==> src/rtl/valid_proxy_pkg.sv <==
// Shared types and defaults for the valid_proxy skid-buffer stage.
// State encoding and default payload width live here so sub-blocks agree on them.
package valid_proxy_pkg;

    localparam int DEFAULT_DATA_WIDTH = 8;

    typedef enum logic [1:0] {
        ST_EMPTY = 2'd0,
        ST_ONE   = 2'd1,
        ST_FULL  = 2'd2
    } vp_state_e;

endpackage : valid_proxy_pkg

==> src/rtl/valid_proxy_data_reg.sv <==
// Enable-loaded data register with asynchronous active-low clear.
// Holds its value whenever en is low, so a stalled word never changes.
module valid_proxy_data_reg #(
    parameter int WIDTH = 8
) (
    input  logic             clk,
    input  logic             rst_n,
    input  logic             en,
    input  logic [WIDTH-1:0] d,
    output logic [WIDTH-1:0] q
);

    logic [WIDTH-1:0] data_d;
    logic [WIDTH-1:0] data_q;

    always_comb begin
        data_d = data_q;
        if (en) begin
            data_d = d;
        end
    end

    always_ff @(posedge clk or negedge rst_n) begin
        if (!rst_n) begin
            data_q <= '0;
        end else begin
            data_q <= data_d;
        end
    end

    assign q = data_q;

endmodule : valid_proxy_data_reg

==> src/rtl/valid_proxy.sv <==
// Fully registered valid/ready stage built as a two-entry skid buffer.
// up_ready, down_valid and down_data all come straight from flops.
module valid_proxy
    import valid_proxy_pkg::*;
#(
    parameter int DATA_WIDTH = DEFAULT_DATA_WIDTH
) (
    input  logic                  clk,
    input  logic                  rst_n,
    input  logic [DATA_WIDTH-1:0] up_data,
    input  logic                  up_valid,
    output logic                  up_ready,
    output logic [DATA_WIDTH-1:0] down_data,
    output logic                  down_valid,
    input  logic                  down_ready
);

    vp_state_e             state_d;
    vp_state_e             state_q;
    logic                  up_ready_d;
    logic                  up_ready_q;
    logic                  down_valid_d;
    logic                  down_valid_q;

    logic                  push;
    logic                  pop;
    logic                  m_en;
    logic                  s_en;
    logic [DATA_WIDTH-1:0] m_din;
    logic [DATA_WIDTH-1:0] m_q;
    logic [DATA_WIDTH-1:0] s_q;

    // Handshakes only see registered ready/valid, so no input reaches an output combinationally.
    assign push = up_valid && up_ready_q;
    assign pop  = down_valid_q && down_ready;

    always_comb begin
        state_d = state_q;
        m_en    = 1'b0;
        s_en    = 1'b0;
        m_din   = up_data;
        case (state_q)
            ST_EMPTY: begin
                if (push) begin
                    state_d = ST_ONE;
                    m_en    = 1'b1;
                end
            end
            ST_ONE: begin
                if (push && pop) begin
                    m_en = 1'b1;
                end else if (push) begin
                    state_d = ST_FULL;
                    s_en    = 1'b1;
                end else if (pop) begin
                    state_d = ST_EMPTY;
                end
            end
            ST_FULL: begin
                // up_ready is low here, so the only move is S advancing into M.
                if (pop) begin
                    state_d = ST_ONE;
                    m_en    = 1'b1;
                    m_din   = s_q;
                end
            end
            default: begin
                state_d = ST_EMPTY;
            end
        endcase
        up_ready_d   = (state_d != ST_FULL);
        down_valid_d = (state_d != ST_EMPTY);
    end

    always_ff @(posedge clk or negedge rst_n) begin
        if (!rst_n) begin
            state_q      <= ST_EMPTY;
            up_ready_q   <= 1'b1;
            down_valid_q <= 1'b0;
        end else begin
            state_q      <= state_d;
            up_ready_q   <= up_ready_d;
            down_valid_q <= down_valid_d;
        end
    end

    valid_proxy_data_reg #(
        .WIDTH (DATA_WIDTH)
    ) u_main_reg (
        .clk   (clk),
        .rst_n (rst_n),
        .en    (m_en),
        .d     (m_din),
        .q     (m_q)
    );

    valid_proxy_data_reg #(
        .WIDTH (DATA_WIDTH)
    ) u_skid_reg (
        .clk   (clk),
        .rst_n (rst_n),
        .en    (s_en),
        .d     (up_data),
        .q     (s_q)
    );

    assign up_ready   = up_ready_q;
    assign down_valid = down_valid_q;
    assign down_data  = m_q;

endmodule : valid_proxy

==> config.mk <==
export PLATFORM = sky130hd
export DESIGN_NAME = valid_proxy
export DESIGN_NICKNAME = d
export VERILOG_FILES = /design/src/rtl/valid_proxy_pkg.sv /design/src/rtl/valid_proxy_data_reg.sv /design/src/rtl/valid_proxy.sv
export SDC_FILE = /design/constraint.sdc
export NUM_CORES = 1
export LEC_CHECK = 0
export ABC_AREA = 0
export CORE_UTILIZATION = 30
export DETAILED_ROUTE_END_ITERATION = 16
export HOLD_SLACK_MARGIN = 0.06
export PLACE_DENSITY = 0.6
export SYNTH_ARGS = -nofsm -noshare
export SYNTH_HDL_FRONTEND = slang
export SYNTH_SLANG_ARGS = --single-unit
==> constraint.sdc <==
create_clock -name clk -period 2 [get_ports clk]
set_clock_uncertainty 0.1 [all_clocks]
set_input_delay 0.6 -clock clk [delete_from_list [all_inputs] [get_ports clk]]
set_output_delay 0.6 -clock clk [all_outputs]
set_load 0.005 [all_outputs]
==> results.json, run 1 <==
{
  "yosys_warnings": 0,
  "post-route-util": 0.4575,
  "max_slew_margin": 0.8371,
  "holdPathStages": 1,
  "ios": 22,
  "r2r_slack_ns": 0.20,
  "clock_sinks": 20,
  "synth-edff-count": 0,
  "p_per_area_mw_per_mm2": 1399,
  "cp.required_ns": 2.09,
  "grtUsageTotal": 0.1095,
  "fin_cells": 129,
  "synth_top_area_cell": "dfrtp_1",
  "setup_viol": 0,
  "dieWidth_um": 57.78,
  "vias": 616,
  "gp_congestion": 0.8087,
  "r2r-start": "up_ready$_DFF_PN1_",
  "grt_setup_unrepaired": "no",
  "holdCritPathClass": "reg -> reg",
  "n_antenna_cell": 0,
  "start_util": 0.3272,
  "die_h_um": 57.78,
  "r2r_cells": 5,
  "fin_nets": 111,
  "cp_max_fo": 5,
  "drc": 0,
  "vias_per_cell": 4.775,
  "peakVddDrop_uv": 713.9,
  "p_leak_nw": 0.5955,
  "num_rows": 19,
  "numCtsBuffers": 3,
  "cp_cell_sequence": "clkdlybuf4s50_1, nand2_1, or3b_1, buf_4, mux2_4",
  "hold_violations": 0,
  "area_growth_pct": 39.81,
  "cpPeakStageDelay_ns": 0.50,
  "clk_latency_ns": 0.29,
  "start_kind": "primary input",
  "synth_seq_cells": 20,
  "status": "finished clean",
  "overflow": 0,
  "netlist_area_um2": 933.4,
  "path_buf_inv": 2,
  "antenna_found_initial": 0,
  "yosysMostFrequentCell": "dfrtp_1",
  "grt_pass1_vias": 621,
  "detail-route-antenna-nets": 0,
  "crit_type": "in -> reg",
  "p_int_mw": 1.327,
  "grt_first_pass_wirelength_mm": 2.829,
  "p_switching_mw": 0.4989,
  "slew_viol_final": 0,
  "synth_flop_cell": "dfrtp_1",
  "hold_buffers": 0,
  "synth_top_area_frac": 0.5094,
  "synth_nets": 74,
  "grt_max_degree": 21,
  "cap_violations": 0,
  "drt_iter0_markers": 1,
  "layout_worst_path_cycle_share": 0.9874,
  "p_sw_frac": 0.2732,
  "clk_path_buf_depth": 2,
  "core_area_mm2": 0.002853,
  "seq_area_frac_synth": 0.5375,
  "drtPass1Iterations": 4,
  "wirelength_mm": 1.635,
  "seq_power_share": 0.402,
  "p_comb_frac": 0.473,
  "setup-tns-final_ns": 0,
  "fmax_mhz": 506.4,
  "cts_tree": "done",
  "min_period_ns": 1.975,
  "port_buffers": 21,
  "clockPowerShare": 0.125,
  "async_flop_share": 1.000,
  "clk_pin_slew_ns": 0.11,
  "hpwl_mm": 1.228,
  "clock-root-buffer": "clkbuf_4",
  "ys_top_cells_by_count": "19 x dfrtp_1, 16 x mux2_2, 8 x mux2_4",
  "cp_top_family": "buffers and inverters",
  "layout_setup_ws_ns": 0.02512,
  "layout-drive-gt1-share": 0.4490,
  "min_from": "u_main_reg.q[6]$_DFFE_PN0P_",
  "cts_max_level": 1,
  "synthCells": 62,
  "synth.area.top_cells": "dfrtp_1 51%, mux2_2 19%, mux2_4 13%",
  "wire_per_inst_um": 12.67,
  "hold-worst-slack_ns": 0.4154,
  "syn_avg_cell_area_um2": 15.05,
  "r2r-end": "u_skid_reg.q[4]$_DFFE_PN0P_",
  "arrival_ns": 2.06,
  "dp.cells": 122,
  "slowest_stage": "clkdlybuf4s50_1",
  "hold_end": "u_main_reg.q[6]$_DFFE_PN0P_",
  "pre_cts_slack_ns": -0.3285,
  "tightest_slew_ns": 0.2430,
  "dieArea_mm2": 0.003339,
  "synthDistinctLibCells": 19,
  "end_kind": "register"
}
==> state kept, by name, indices dropped and copies added (netlist names) <==
| register | flops |
|---|---|
| u_skid_reg.q | 8 |
| up_ready | 1 |
| down_valid | 1 |
| state_q | 2 |
| u_main_reg.q | 8 |
==> cells in the final DEF, fill, tap and decap left out, types with 3 or more instances in the layout <==
cell	count
dfrtp_1	19
mux2_4	8
clkbuf_4	3
clkdlybuf4s50_1	19
mux2_2	16
buf_4	12
nand2_1	4
==> cells by family (layout without fill, tap and decap cells) <==
group                  after synthesis  count (layout)  synth area share
buffers and inverters                2              38           0.01742
AO/OA/AOI/OAI                        6               6           0.05496
flip-flops                          20              20            0.5375
multiplexers                        24              24            0.3217
AND/OR/NAND/NOR                     10              10           0.06837
==> power by group through the flow <==
stage | Sequential (mW) | Clock [mW] | Combinational, mW
after floorplan | 0.741 | 0 | 0.462
after global placement | 0.755 | 0 | 0.808
after CTS | 0.742 | 0.244 | 0.851
after global routing | 0.768 | 0.259 | 0.932
after detailed placement | 0.754 | 0 | 0.821
final | 0.734 | 0.228 | 0.864
==> how the worst max path moves through the flow <==
stage	start	end	slack, ns	depth (start not counted)
2_1_floorplan	down_ready	u_skid_reg.q[0]$_DFFE_PN0P_	0.25	4
3_3_place_gp	down_ready	u_main_reg.q[4]$_DFFE_PN0P_	-0.31	5
3_5_place_dp	down_ready	u_skid_reg.q[0]$_DFFE_PN0P_	-0.33	5
4_1_cts	down_ready	u_skid_reg.q[4]$_DFFE_PN0P_	0.004	5
5_1_grt	up_valid	u_skid_reg.q[4]$_DFFE_PN0P_	0.01	5
6_report	up_valid	u_skid_reg.q[4]$_DFFE_PN0P_	0.03	5
==> layout make-up <==
class | instances | area, um^2
clock buffer | 4 | 36.28
sequential | 20 | 501.7
timing repair buffer | 34 | 312.8
multi-input combinational | 40 | 415.4
fill | 262 | 1548
tap | 31 | 38.79
==> layer usage <==
| metal | track usage | wire [um] | share of wire |
|---|---|---|---|
| met3 | 0.04241 | 66 | 0.040 |
| met4 | 0.02041 | 13 | 0.0080 |
| met1 | 0.1451 | 776 | 0.47 |
| met2 | 0.1728 | 778 | 0.48 |
| met5 | 0 | 0 | 0 |
==> through the flow <==
stage                     power (mW)  area [um^2]
final                          1.826         1305
after global routing           1.959         1305
after CTS                      1.837         1291
after detailed placement       1.576         1241
after global placement         1.563         1241
after floorplan                1.203        933.4
==> timing repair <==
action / in CTS / in global routing
gates resized for setup: 1 / 2
cloned: 0 / 0
endpoints found under the setup margin: 4 / 17
buffers inserted: 2 / 1
pin swaps: 1 / 0
No activity file was read; power rests on OpenSTA's default activity.
==> run 2, diff against run 1 <==
--- a/config.mk
+++ b/config.mk
@@ -10,6 +10,7 @@
 export DETAILED_ROUTE_END_ITERATION = 16
 export HOLD_SLACK_MARGIN = 0.06
 export PLACE_DENSITY = 0.6
+export SLEW_MARGIN = 20
 export SYNTH_ARGS = -nofsm -noshare
 export SYNTH_HDL_FRONTEND = slang
 export SYNTH_SLANG_ARGS = --single-unit
==> results of run 2 <==
No change in the layout: final DEF, timing and power equal those of run 1.
==> run 3, diff against run 2 <==
--- a/config.mk
+++ b/config.mk
@@ -10,7 +10,6 @@
 export DETAILED_ROUTE_END_ITERATION = 16
 export HOLD_SLACK_MARGIN = 0.06
 export PLACE_DENSITY = 0.6
-export SLEW_MARGIN = 20
 export SYNTH_ARGS = -nofsm -noshare
 export SYNTH_HDL_FRONTEND = slang
 export SYNTH_SLANG_ARGS = --single-unit
==> constraint.sdc (replaced) <==
create_clock -name clk -period 2.15 [get_ports clk]
set_clock_uncertainty 0.1 [all_clocks]
set_input_delay 0.645 -clock clk [delete_from_list [all_inputs] [get_ports clk]]
set_output_delay 0.645 -clock clk [all_outputs]
set_load 0.005 [all_outputs]
==> run 3 against run 2 <==
Combinational power down 13%; final area decreased by 1.9%; utilization is 0.88 points lower; die area is the same; global-route usage down 0.14 points; worst setup slack gained 0.056 ns; clock power shrank 7%; sequential share of layout area is 0.75 points higher; critical endpoint unchanged; highest routed layer unchanged.
==> results.json, run 3 (synthesized netlist as in run 1, its figures left out) <==
{
  "r2r_cells": 4,
  "clock-root-buffer": "clkbuf_4",
  "grt_setup_unrepaired": "no",
  "grt_max_degree": 21,
  "placedInstanceArea_mm2": 0.001241,
  "setup_viol": 0,
  "end_kind": "register",
  "arrival_ns": 2.16,
  "grtUsageTotal": 0.1081,
  "hold_end": "u_main_reg.q[6]$_DFFE_PN0P_",
  "max_slew_margin": 0.8330,
  "post-route-util": 0.4487,
  "layout_worst_path_cycle_share": 0.9622,
  "dieArea_mm2": 0.003339,
  "area_growth_pct": 37.13,
  "p_per_area_mw_per_mm2": 1298,
  "detail-route-antenna-nets": 0,
  "gp_congestion": 0.8088,
  "cts_tree": "done",
  "antenna_found_initial": 0,
  "cts_max_level": 1,
  "dieWidth_um": 57.78,
  "final_cell_mix": "20 x clkdlybuf4s50_1, 19 x dfrtp_1, 16 x mux2_2",
  "clk_pin_slew_ns": 0.11,
  "r2r_slack_ns": 0.41,
  "tightest_slew_ns": 0.2506,
  "fin_nets": 108,
  "crit_type": "in -> reg",
  "fillers": 262,
  "fin_area_mm2": 0.001280,
  "fin_cells": 126,
  "start_util": 0.3272,
  "core_area_mm2": 0.002853,
  "clock_sinks": 20,
  "min_from": "u_main_reg.q[6]$_DFFE_PN0P_",
  "wirelength_mm": 1.610,
  "r2r-start": "up_ready$_DFF_PN1_",
  "vias": 608,
  "grt_first_pass_wirelength_mm": 2.773,
  "cp.required_ns": 2.24,
  "layout-drive-gt1-share": 0.4316,
  "n_antenna_cell": 0,
  "holdCritPathClass": "reg -> reg",
  "wire_per_inst_um": 12.78,
  "peakVddDrop_uv": 663.8,
  "p_leak_nw": 0.5741,
  "clk_latency_ns": 0.29,
  "setup-tns-final_ns": 0,
  "grt_pass1_vias": 609,
  "num_rows": 19,
  "final_common_cell": "clkdlybuf4s50_1",
  "hpwl_mm": 1.228,
  "slew_viol_final": 0,
  "ios": 22,
  "min_period_ns": 2.069,
  "vias_per_cell": 4.825,
  "holdPathStages": 1,
  "fmax_mhz": 483.4,
  "port_buffers": 21,
  "total_power_mw": 1.662,
  "numCtsBuffers": 3,
  "dp.cells": 122,
  "cap_violations": 0,
  "cp_max_fo": 5,
  "hold_violations": 0,
  "drt_iter0_markers": 1,
  "drc": 0,
  "status": "finished clean",
  "clk_path_buf_depth": 2,
  "overflow": 0,
  "start_kind": "primary input",
  "die_h_um": 57.78,
  "drtPass1Iterations": 3,
  "r2r-end": "u_skid_reg.q[4]$_DFFE_PN0P_"
}
-- run 3: worst max path at each step --
stage	end	cells after the start	startpoint
after floorplan	u_skid_reg.q[0]$_DFFE_PN0P_	4	down_ready
after global placement	u_main_reg.q[4]$_DFFE_PN0P_	5	down_ready
after detailed placement	u_skid_reg.q[0]$_DFFE_PN0P_	5	down_ready
after CTS	up_ready	1	up_ready$_DFF_PN1_
after global routing	u_main_reg.q[7]$_DFFE_PN0P_	5	down_ready
final	u_skid_reg.q[4]$_DFFE_PN0P_	5	down_ready
-- run 3: final cells by class --
class / count / area [um^2] / area share
well taps: 31 / 38.79 / 0.03030
flip-flops and latches: 20 / 501.7 / 0.3920
repair buffers: 31 / 287.8 / 0.2248
multi-input cells: 40 / 415.4 / 0.3245
clock buffers: 4 / 36.28 / 0.02835
-- run 3: per-stage QoR --
stage                     worst slack [ns]  hold WS (ns)
after floorplan                     0.3550        0.2494
after global placement             -0.2092        0.3927
after detailed placement           -0.2235        0.3928
after CTS                         0.007341        0.4234
after global routing               0.06590        0.4369
final                              0.08123        0.4155
-- run 3: timing repair --
item,in CTS,in global routing
hold buffers,0,0
setup endpoints to repair,0,1
hold endpoints to repair,0,0
buffers inserted,0,0
resized for setup,0,1
-- run 3: critical path, cell delays in order --
cell	delay (ns)
clkdlybuf4s50_1	0.46
a21boi_2	0.18
or3b_1	0.39
buf_4	0.19
mux2_4	0.30
-- run 3: per-layer routing --
metal | GRT usage | part of all wire | up-vias
met2 | 0.1728 | 0.47 | 12
li1 | - | - | 292
met5 | 0 | 0 | -
met1 | 0.1408 | 0.48 | 302
met4 | 0.02041 | 0.0081 | 0
met3 | 0.04241 | 0.041 | 2
-- run 3: where the power goes --
| group | internal (mW) | total (mW) | leakage (nW) | switching (mW) |
|---|---|---|---|---|
| Sequential | 0.575 | 0.695 | 0.236 | 0.120 |
| Combinational | 0.528 | 0.754 | 0.317 | 0.226 |
| Clock | 0.103 | 0.213 | 0.0210 | 0.110 |
